### config.mk
export PLATFORM = sky130hd
export DESIGN_NAME = opb_swreg_bank
export DESIGN_NICKNAME = d
export VERILOG_FILES = /design/src/rtl/opb_swreg_bank_pkg.sv /design/src/rtl/opb_addr_decode.sv /design/src/rtl/opb_swreg_bank.sv
export SDC_FILE = /design/constraint.sdc
export NUM_CORES = 1
export LEC_CHECK = 0
export ABC_CLOCK_PERIOD_IN_PS = 3000
export CAP_MARGIN = 20
export CORE_UTILIZATION = 60
export CTS_CLUSTER_SIZE = 28
export DETAILED_ROUTE_END_ITERATION = 6
export DONT_BUFFER_PORTS = 1
export PLACE_DENSITY = 0.72
export SYNTH_ARGS = -nofsm -noshare
export SYNTH_HDL_FRONTEND = slang
export SYNTH_HIERARCHICAL = 1
export SYNTH_SLANG_ARGS = --single-unit
### constraint.sdc
create_clock -name OPB_Clk -period 3 [get_ports OPB_Clk]
set_clock_uncertainty 0.2 [all_clocks]
set_input_delay 0.45 -clock OPB_Clk [delete_from_list [all_inputs] [get_ports OPB_Clk]]
set_output_delay 0.45 -clock OPB_Clk [all_outputs]
set_load 0.1 [all_outputs]
### src/rtl/opb_swreg_bank_pkg.sv
// Shared types and sizes for the OPB software register bank.
package opb_swreg_bank_pkg;

   localparam int unsigned NUM_RW = 4;  // writable registers, driven onto reg_out
   localparam int unsigned NUM_RO = 4;  // read-only registers, sampled from reg_in
   localparam int unsigned IDX_W  = 3;  // word index width (eight words)

   typedef enum logic [1:0] {
      StIdle,
      StLatch,
      StAck
   } state_e;

endpackage

### src/rtl/opb_addr_decode.sv
// Address window decode: hit qualification and word index extraction.
module opb_addr_decode
   import opb_swreg_bank_pkg::*;
#(
   parameter logic [31:0] BaseAddr = 32'h0001_0000,
   parameter logic [31:0] HighAddr = 32'h0001_00FF
) (
   input  logic [31:0]      addr_i,
   input  logic             select_i,
   output logic             hit_o,
   output logic [IDX_W-1:0] idx_o
);

   // Word index comes from byte-address bits 4:2, so the eight words alias across the window.
   always_comb begin
      hit_o = select_i && (addr_i >= BaseAddr) && (addr_i <= HighAddr);
      idx_o = addr_i[IDX_W+1:2];
   end

endmodule

### src/rtl/opb_swreg_bank.sv
// OPB slave exposing four writable and four read-only 32-bit registers.
module opb_swreg_bank
   import opb_swreg_bank_pkg::*;
#(
   parameter logic [31:0] C_BASEADDR = 32'h0001_0000,
   parameter logic [31:0] C_HIGHADDR = 32'h0001_00FF
) (
   input  logic                OPB_Clk,
   input  logic                OPB_Rst,
   input  logic [0:31]         OPB_ABus,
   input  logic [0:3]          OPB_BE,
   input  logic [0:31]         OPB_DBus,
   input  logic                OPB_RNW,
   input  logic                OPB_select,
   input  logic                OPB_seqAddr,
   output logic [0:31]         Sl_DBus,
   output logic                Sl_xferAck,
   output logic                Sl_errAck,
   output logic                Sl_retry,
   output logic                Sl_toutSup,
   output logic [NUM_RW*32-1:0] reg_out,
   input  logic [NUM_RO*32-1:0] reg_in,
   output logic [NUM_RW-1:0]   wr_strobe
);

   state_e                 state_q, state_d;
   logic [IDX_W-1:0]       idx_q;
   logic                   rnw_q;
   logic [3:0]             be_q;
   logic [31:0]            wdata_q;
   logic [NUM_RO*32-1:0]   snap_q;
   logic [NUM_RW*32-1:0]   regs_q, regs_d;
   logic [NUM_RW-1:0]      strobe_q, strobe_d;

   logic [31:0]            abus;
   logic                   hit;
   logic [IDX_W-1:0]       idx;
   logic                   ack;
   logic                   is_ro;
   logic                   wr_ok;
   logic [1:0]             word_sel;
   logic [31:0]            rd_word;
   logic                   unused_seqaddr;

   // Big-endian bus vectors copy positionally, so numeric values are preserved.
   assign abus           = OPB_ABus;
   assign unused_seqaddr = OPB_seqAddr;
   assign Sl_retry       = 1'b0;
   assign Sl_toutSup     = 1'b0;
   assign reg_out        = regs_q;
   assign wr_strobe      = strobe_q;

   opb_addr_decode #(
      .BaseAddr (C_BASEADDR),
      .HighAddr (C_HIGHADDR)
   ) u_decode (
      .addr_i   (abus),
      .select_i (OPB_select),
      .hit_o    (hit),
      .idx_o    (idx)
   );

   // Next-state: one ack per hit; a dropped select in LATCH abandons the transfer.
   always_comb begin
      state_d = state_q;
      unique case (state_q)
         StIdle:  if (hit) state_d = StLatch;
         StLatch: state_d = OPB_select ? StAck : StIdle;
         StAck:   state_d = StIdle;
         default: state_d = StIdle;
      endcase
   end

   // Ack-cycle decode; reset masks the ack combinationally so an aborted cycle shows nothing.
   always_comb begin
      ack      = (state_q == StAck) && !OPB_Rst;
      is_ro    = idx_q[IDX_W-1];
      word_sel = idx_q[1:0];
      wr_ok    = ack && !rnw_q && !is_ro;
      rd_word  = is_ro ? snap_q[32*int'(word_sel) +: 32] : regs_q[32*int'(word_sel) +: 32];
      Sl_xferAck = ack;
      Sl_errAck  = ack && !rnw_q && is_ro;
      Sl_DBus    = (ack && rnw_q) ? rd_word : '0;
   end

   // Byte-merged register update and strobe for an accepted write.
   always_comb begin
      regs_d   = regs_q;
      strobe_d = '0;
      if (wr_ok) begin
         for (int b = 0; b < 4; b++) begin
            if (be_q[b]) begin
               regs_d[32*int'(word_sel) + 8*b +: 8] = wdata_q[8*b +: 8];
            end
         end
         strobe_d[word_sel] = 1'b1;
      end
   end

   // State, register file, and transfer capture in LATCH; reset overrides everything.
   always_ff @(posedge OPB_Clk) begin
      if (OPB_Rst) begin
         state_q  <= StIdle;
         regs_q   <= '0;
         strobe_q <= '0;
         idx_q    <= '0;
         rnw_q    <= 1'b0;
         be_q     <= '0;
         wdata_q  <= '0;
         snap_q   <= '0;
      end else begin
         state_q  <= state_d;
         regs_q   <= regs_d;
         strobe_q <= strobe_d;
         if (state_q == StLatch) begin
            idx_q   <= idx;
            rnw_q   <= OPB_RNW;
            be_q    <= OPB_BE;
            wdata_q <= OPB_DBus;
            snap_q  <= reg_in;
         end
      end
   end

endmodule

### After elaboration in Yosys (flattened, before gate mapping)

Cells that the tools add are included.

* input port bits: 201
* latch bits: 0
* memory bits (read-only): 0
* memory bits (writable): 0
* memories: 0
* output and inout port bits: 168
* word-level logic and storage cells: 64
* bits in registers: 302

* multiply operators: 0
* equal/unequal tests: 3
* bitwise gates (word level): 1
* magnitude comparators: 4
* add/subtract/negate cells: 7
* div/mod/pow operators: 0
* reductions and logical operators: 13
* shift operators: 10
* multiplexer cells: 18

Operator list (count)
* $mux W128: 7
* $bwmux W128: 4
* $shift A8 B33 Y128 const A: 4
* $shiftx A8 B33 Y128: 4
* $shiftx A128 B8 Y32: 2
* $neg A8 Y33: 3
* $mux W32: 2
* $neg A7 Y33: 1
* $ge A32 B17 Y1 const B: 1
* $le A32 B17 Y1 const B: 1
* $add A7 B5 Y8 const B: 2
* $add A7 B4 Y8 const B: 1
* $logic_and A1 B1 Y1: 8
* $mux W2: 2
* $pmux W2 S2: 1
* $logic_not A1 Y1: 3
* $lt A2 B3 Y1 const B: 1
* $demux W1 S2: 1
* $eq A2 B1 Y1 const B: 1
* $eq A2 B2 Y1 const B: 1
* $ge A2 B1 Y1 const B: 1
* $logic_not A2 Y1: 1
* $ne A2 B2 Y1 const B: 1
* $reduce_or A2 Y1: 1
* other kinds (2): 2

### Longest topological paths before layout

* word-level depth: 13
* mapped depth: 10

### Hierarchy

Netlist, hierarchy kept.

By module, submodules not included
* opb_swreg_bank: cells each 1506, times used 1, area each 13349.1 sq um
* opb_addr_decode: cells each 13, times used 1, area each 100.1 sq um

### Worst setup path after synthesis

Ideal clock, no wire load.

* kind: input -> output
* from: input OPB_Rst
* to: output Sl_errAck
* path buffers: 4
* cell stages on the path: 6
* arrival: 3.602 ns
* path slack: -1.252 ns
* path through: buf_6 -> or3b_1 -> buf_2 -> buf_2 -> clkbuf_1 -> nor3b_1

* word-level cells in the longest chain between the ends: 4

RTL lines
* from (decl): line opb_swreg_bank.sv:9 `input logic OPB_Rst,`
* $logic_not A1 Y1: line opb_swreg_bank.sv:76 `ack = (state_q == StAck) && !OPB_Rst;`
* $logic_and A1 B1 Y1: line opb_swreg_bank.sv:76
* $logic_and A1 B1 Y1 (2 in series): line opb_swreg_bank.sv:82 `Sl_errAck = ack && !rnw_q && is_ro;`
* to (decl): line opb_swreg_bank.sv:18 `output logic Sl_errAck,`

No other way between the ends.

### Worst setup path in the final report

* from: register idx_q[0]
* to: output Sl_DBus[8] in the netlist's numbering

* word-level cells in the longest chain between the ends: 3
* elaborated cells between the ends (all ways): 4

RTL lines
* from (decl): line opb_swreg_bank.sv:27 `logic [IDX_W-1:0] idx_q;`
* from (signal assigned): line opb_swreg_bank.sv:116 `idx_q <= idx;`
* $shiftx A128 B8 Y32: line opb_swreg_bank.sv:80 `rd_word = is_ro ? snap_q[32*int'(word_sel) +: 32] : regs_q[32*int'(word_sel) +: 32];`
* $mux W32 *: line opb_swreg_bank.sv:80
* $mux W32 *: line opb_swreg_bank.sv:83 `Sl_DBus = (ack && rnw_q) ? rd_word : '0;`
* to (decl): line opb_swreg_bank.sv:16 `output logic [0:31] Sl_DBus,`

Mark *: on every way between the ends. The rest lies on a longest branch, timed or not.

==> metrics.cfg <==
[floorplan]
die_h_um = 152
start_util_pct = 61.4
dieArea_mm2 = 0.0230
die_x_um = 152
core_area_mm2 = 0.0219
io_pins = 369
num_rows = 54

[route]
drt-pass1-iter-count = 7
drc_errors = 0
vias = 14300
drt_iter0_drc = 1842
vias_per_cell = 6.72
routed_wl_mm = 53.9
wl_per_cell_um = 25.3
final_antenna_net_count = 0

[synthesis]
yosys.area.top_type = dfxtp_1
ys.flop_type = dfxtp_1
synth_cell_type_count = 34
syn-cell-area_mm2 = 0.0134
synth-seq-cells = 302
synth_most_common_cell = nand2_1
synth_edf_count = 0
ys_seq_area_share_pct = 45.0
ys_top_cells_by_area = dfxtp_1 45%, mux4_2 11%, a21oi_1 10%, nand2_1 9.4%, nand4_1 5.3%
avgSynthCellArea_um2 = 8.85
synthArstFlopShare_pct = 0
synthTopCellsByCount = 336 x nand2_1, 302 x dfxtp_1, 280 x a21oi_1
synth_top_area_share_pct = 45.0
synth_cells = 1519
yosys_warnings = 6

[global_route]
grt_pass1_wl_mm = 78.0
grt-ovfl-total = 0
antenna_found_initial = 2
grt_usage_pct = 44.2
grt_max_degree = 171
grt_pass1_vias = 14300

[place]
placed_area_mm2 = 0.0150
dp_hpwl_mm = 28.5
io_buffers = 0
place_ws_ns = 0.362
place_congestion = 0.848

[timing]
hold_viol_final = 0
fin_ws_ns = -0.0619
tightest_slew_ns = 1.10
fmax_mhz = 327
rsz0062_at_grt = yes
slew_headroom_pct = 26.4
hold_ws_ns = 0.153
post-route-period-util_pct = 102
slew_violations = 0
period_needed_ns = 3.06
setup_violations = 2

[power_and_ir_drop]
p_per_area_mw_per_mm2 = 441
peakVddDrop_v = 0.000451
total_power_mw = 8.29
power_leakage_nw = 6.99

[layout]
drive_gt1_share_pct = 20.6
syn2layout_area_growth_pct = 39.9
design_area_mm2 = 0.0188
fin_nets = 2037

[clock_tree]
cts_tree = done
cts_buffer_depth = 3
htreeDepth = 1
cts-root-buf = clkbuf_16
path_clk_slew_ns = 0.07
clk_latency_ns = 0.58
cts_sinks = 302
cts_buffers = 31

[critical_path]
critPathArrivalTime_ns = 2.41
cp.required_ns = 2.35
worstSetupStartpointType = flip-flop
path_class = reg -> out
cp-end-kind = output port
crit_fanout = 7

[outcome]
failed_checks = setup timing
status = complete, but fails checks

[flow_run]
maxCapViolCount = 0

[worst_hold_path]
hold_class = in -> reg

==> area by class of cell <==
cell class,count,area [µm²]
Multi-Input combinational cell,1035,6740
Sequential cell,302,6060
Timing Repair Buffer,439,4500
Fill cell,1094,3080
Clock buffer,44,895
Tap cell,280,350
Clock inverter,12,194
Inverter,19,73.8
Antenna cell,1,2.50
==> sequential cells by signal, indices dropped and copies added (netlist names) <==
name	flops
snap_q	128
reg_out	128
wdata_q	32
be_q	4
wr_strobe	4
idx_q	3
rnw_q	1
state_q	2
==> worst paths after layout <==
check / start / end / slack [ns] / cells past startpoint
worst min-delay path: OPB_Rst / reg_out[96]$_SDFFE_PP0P_ / 0.15 / 2
worst min register to register: snap_q[16]$_SDFFE_PP0N_ / snap_q[16]$_SDFFE_PP0N_ / 0.26 / 2
worst max register to register: idx_q[0]$_SDFFE_PP0N_ / reg_out[82]$_SDFFE_PP0P_ / 0.07 / 7
worst max-delay path: idx_q[0]$_SDFFE_PP0N_ / Sl_DBus[8] / -0.06 / 5
==> routing by layer <==
layer  routed length (µm)  track usage [%]
met1                18300             51.7
met2                25100             71.3
met3                 6980             14.9
met4                 3480             24.6
met5                    0                0
==> kinds of logic after synthesis <==
family,share of synthesized area (%)
buffers and inverters,6.59
multiplexers,10.7
other,0.0279
flip-flops,45.0
AND/OR/NAND/NOR,19.3
adder cells (fa/ha/maj),0.744
AO/OA/AOI/OAI,17.7
==> cells in the final DEF, fill, tap and decap left out, types with 3 or more instances in the layout <==
master / synthesis / routed
nand2_1: 336 / 336
dfxtp_1: 302 / 298
a21oi_1: 280 / 280
dlygate4sd3_1: 0 / 218
buf_4: 11 / 169
nand4_1: 113 / 113
o21ai_0: 112 / 112
mux4_2: 64 / 64
buf_12: 0 / 45
clkbuf_16: 0 / 33
a22o_1: 32 / 19
inv_1: 18 / 18
nor4bb_1: 17 / 16
o32ai_1: 16 / 16
a22o_4: 0 / 12
nand4bb_2: 0 / 8
nand2b_1: 9 / 8
clkbuf_8: 0 / 7
nand4bb_1: 14 / 6
and3_1: 8 / 6
clkbuf_1: 102 / 6
bufinv_16: 0 / 5
ha_1: 8 / 4
clkinv_2: 1 / 4
and2_1: 3 / 3
nor2_1: 4 / 3
ha_2: 0 / 3
nor4_2: 3 / 3
==> repair_timing <==
action / CTS / global route
buffers inserted: 6 / 9
endpoints found under the setup margin: 32 / 74
gates resized for setup: 14 / 29
gates cloned: 0 / 2
endpoints found under the hold margin: 298 / 0
hold buffers: 219 / 0
pin swaps: 0 / 1
==> metrics by stage <==
step	setup TNS (ns)	std cells	utilization, %
after floorplan	0	1520	-
after global placement	0	1839	68.7
after detailed placement	0	1839	68.7
after CTS	-0.230	2120	84.6
after global routing	-0.339	2131	85.9
final	-0.0648	2132	85.9
==> worst max-delay path, cell delays in order, from the launching register on <==
cell,delay (ns)
dfxtp_4,0.42
buf_4,0.20
clkbuf_16,0.20
mux4_2,0.59
a22o_1,0.25
buf_12,0.18
==> power by group <==
group / internal, mW / switching, mW
registers: 4.01 / 0.0000000439
clock network: 2.49 / 1.68
logic: 0.0544 / 0.0548
total: 6.55 / 1.74
No activity file was read; power rests on OpenSTA's default activity.
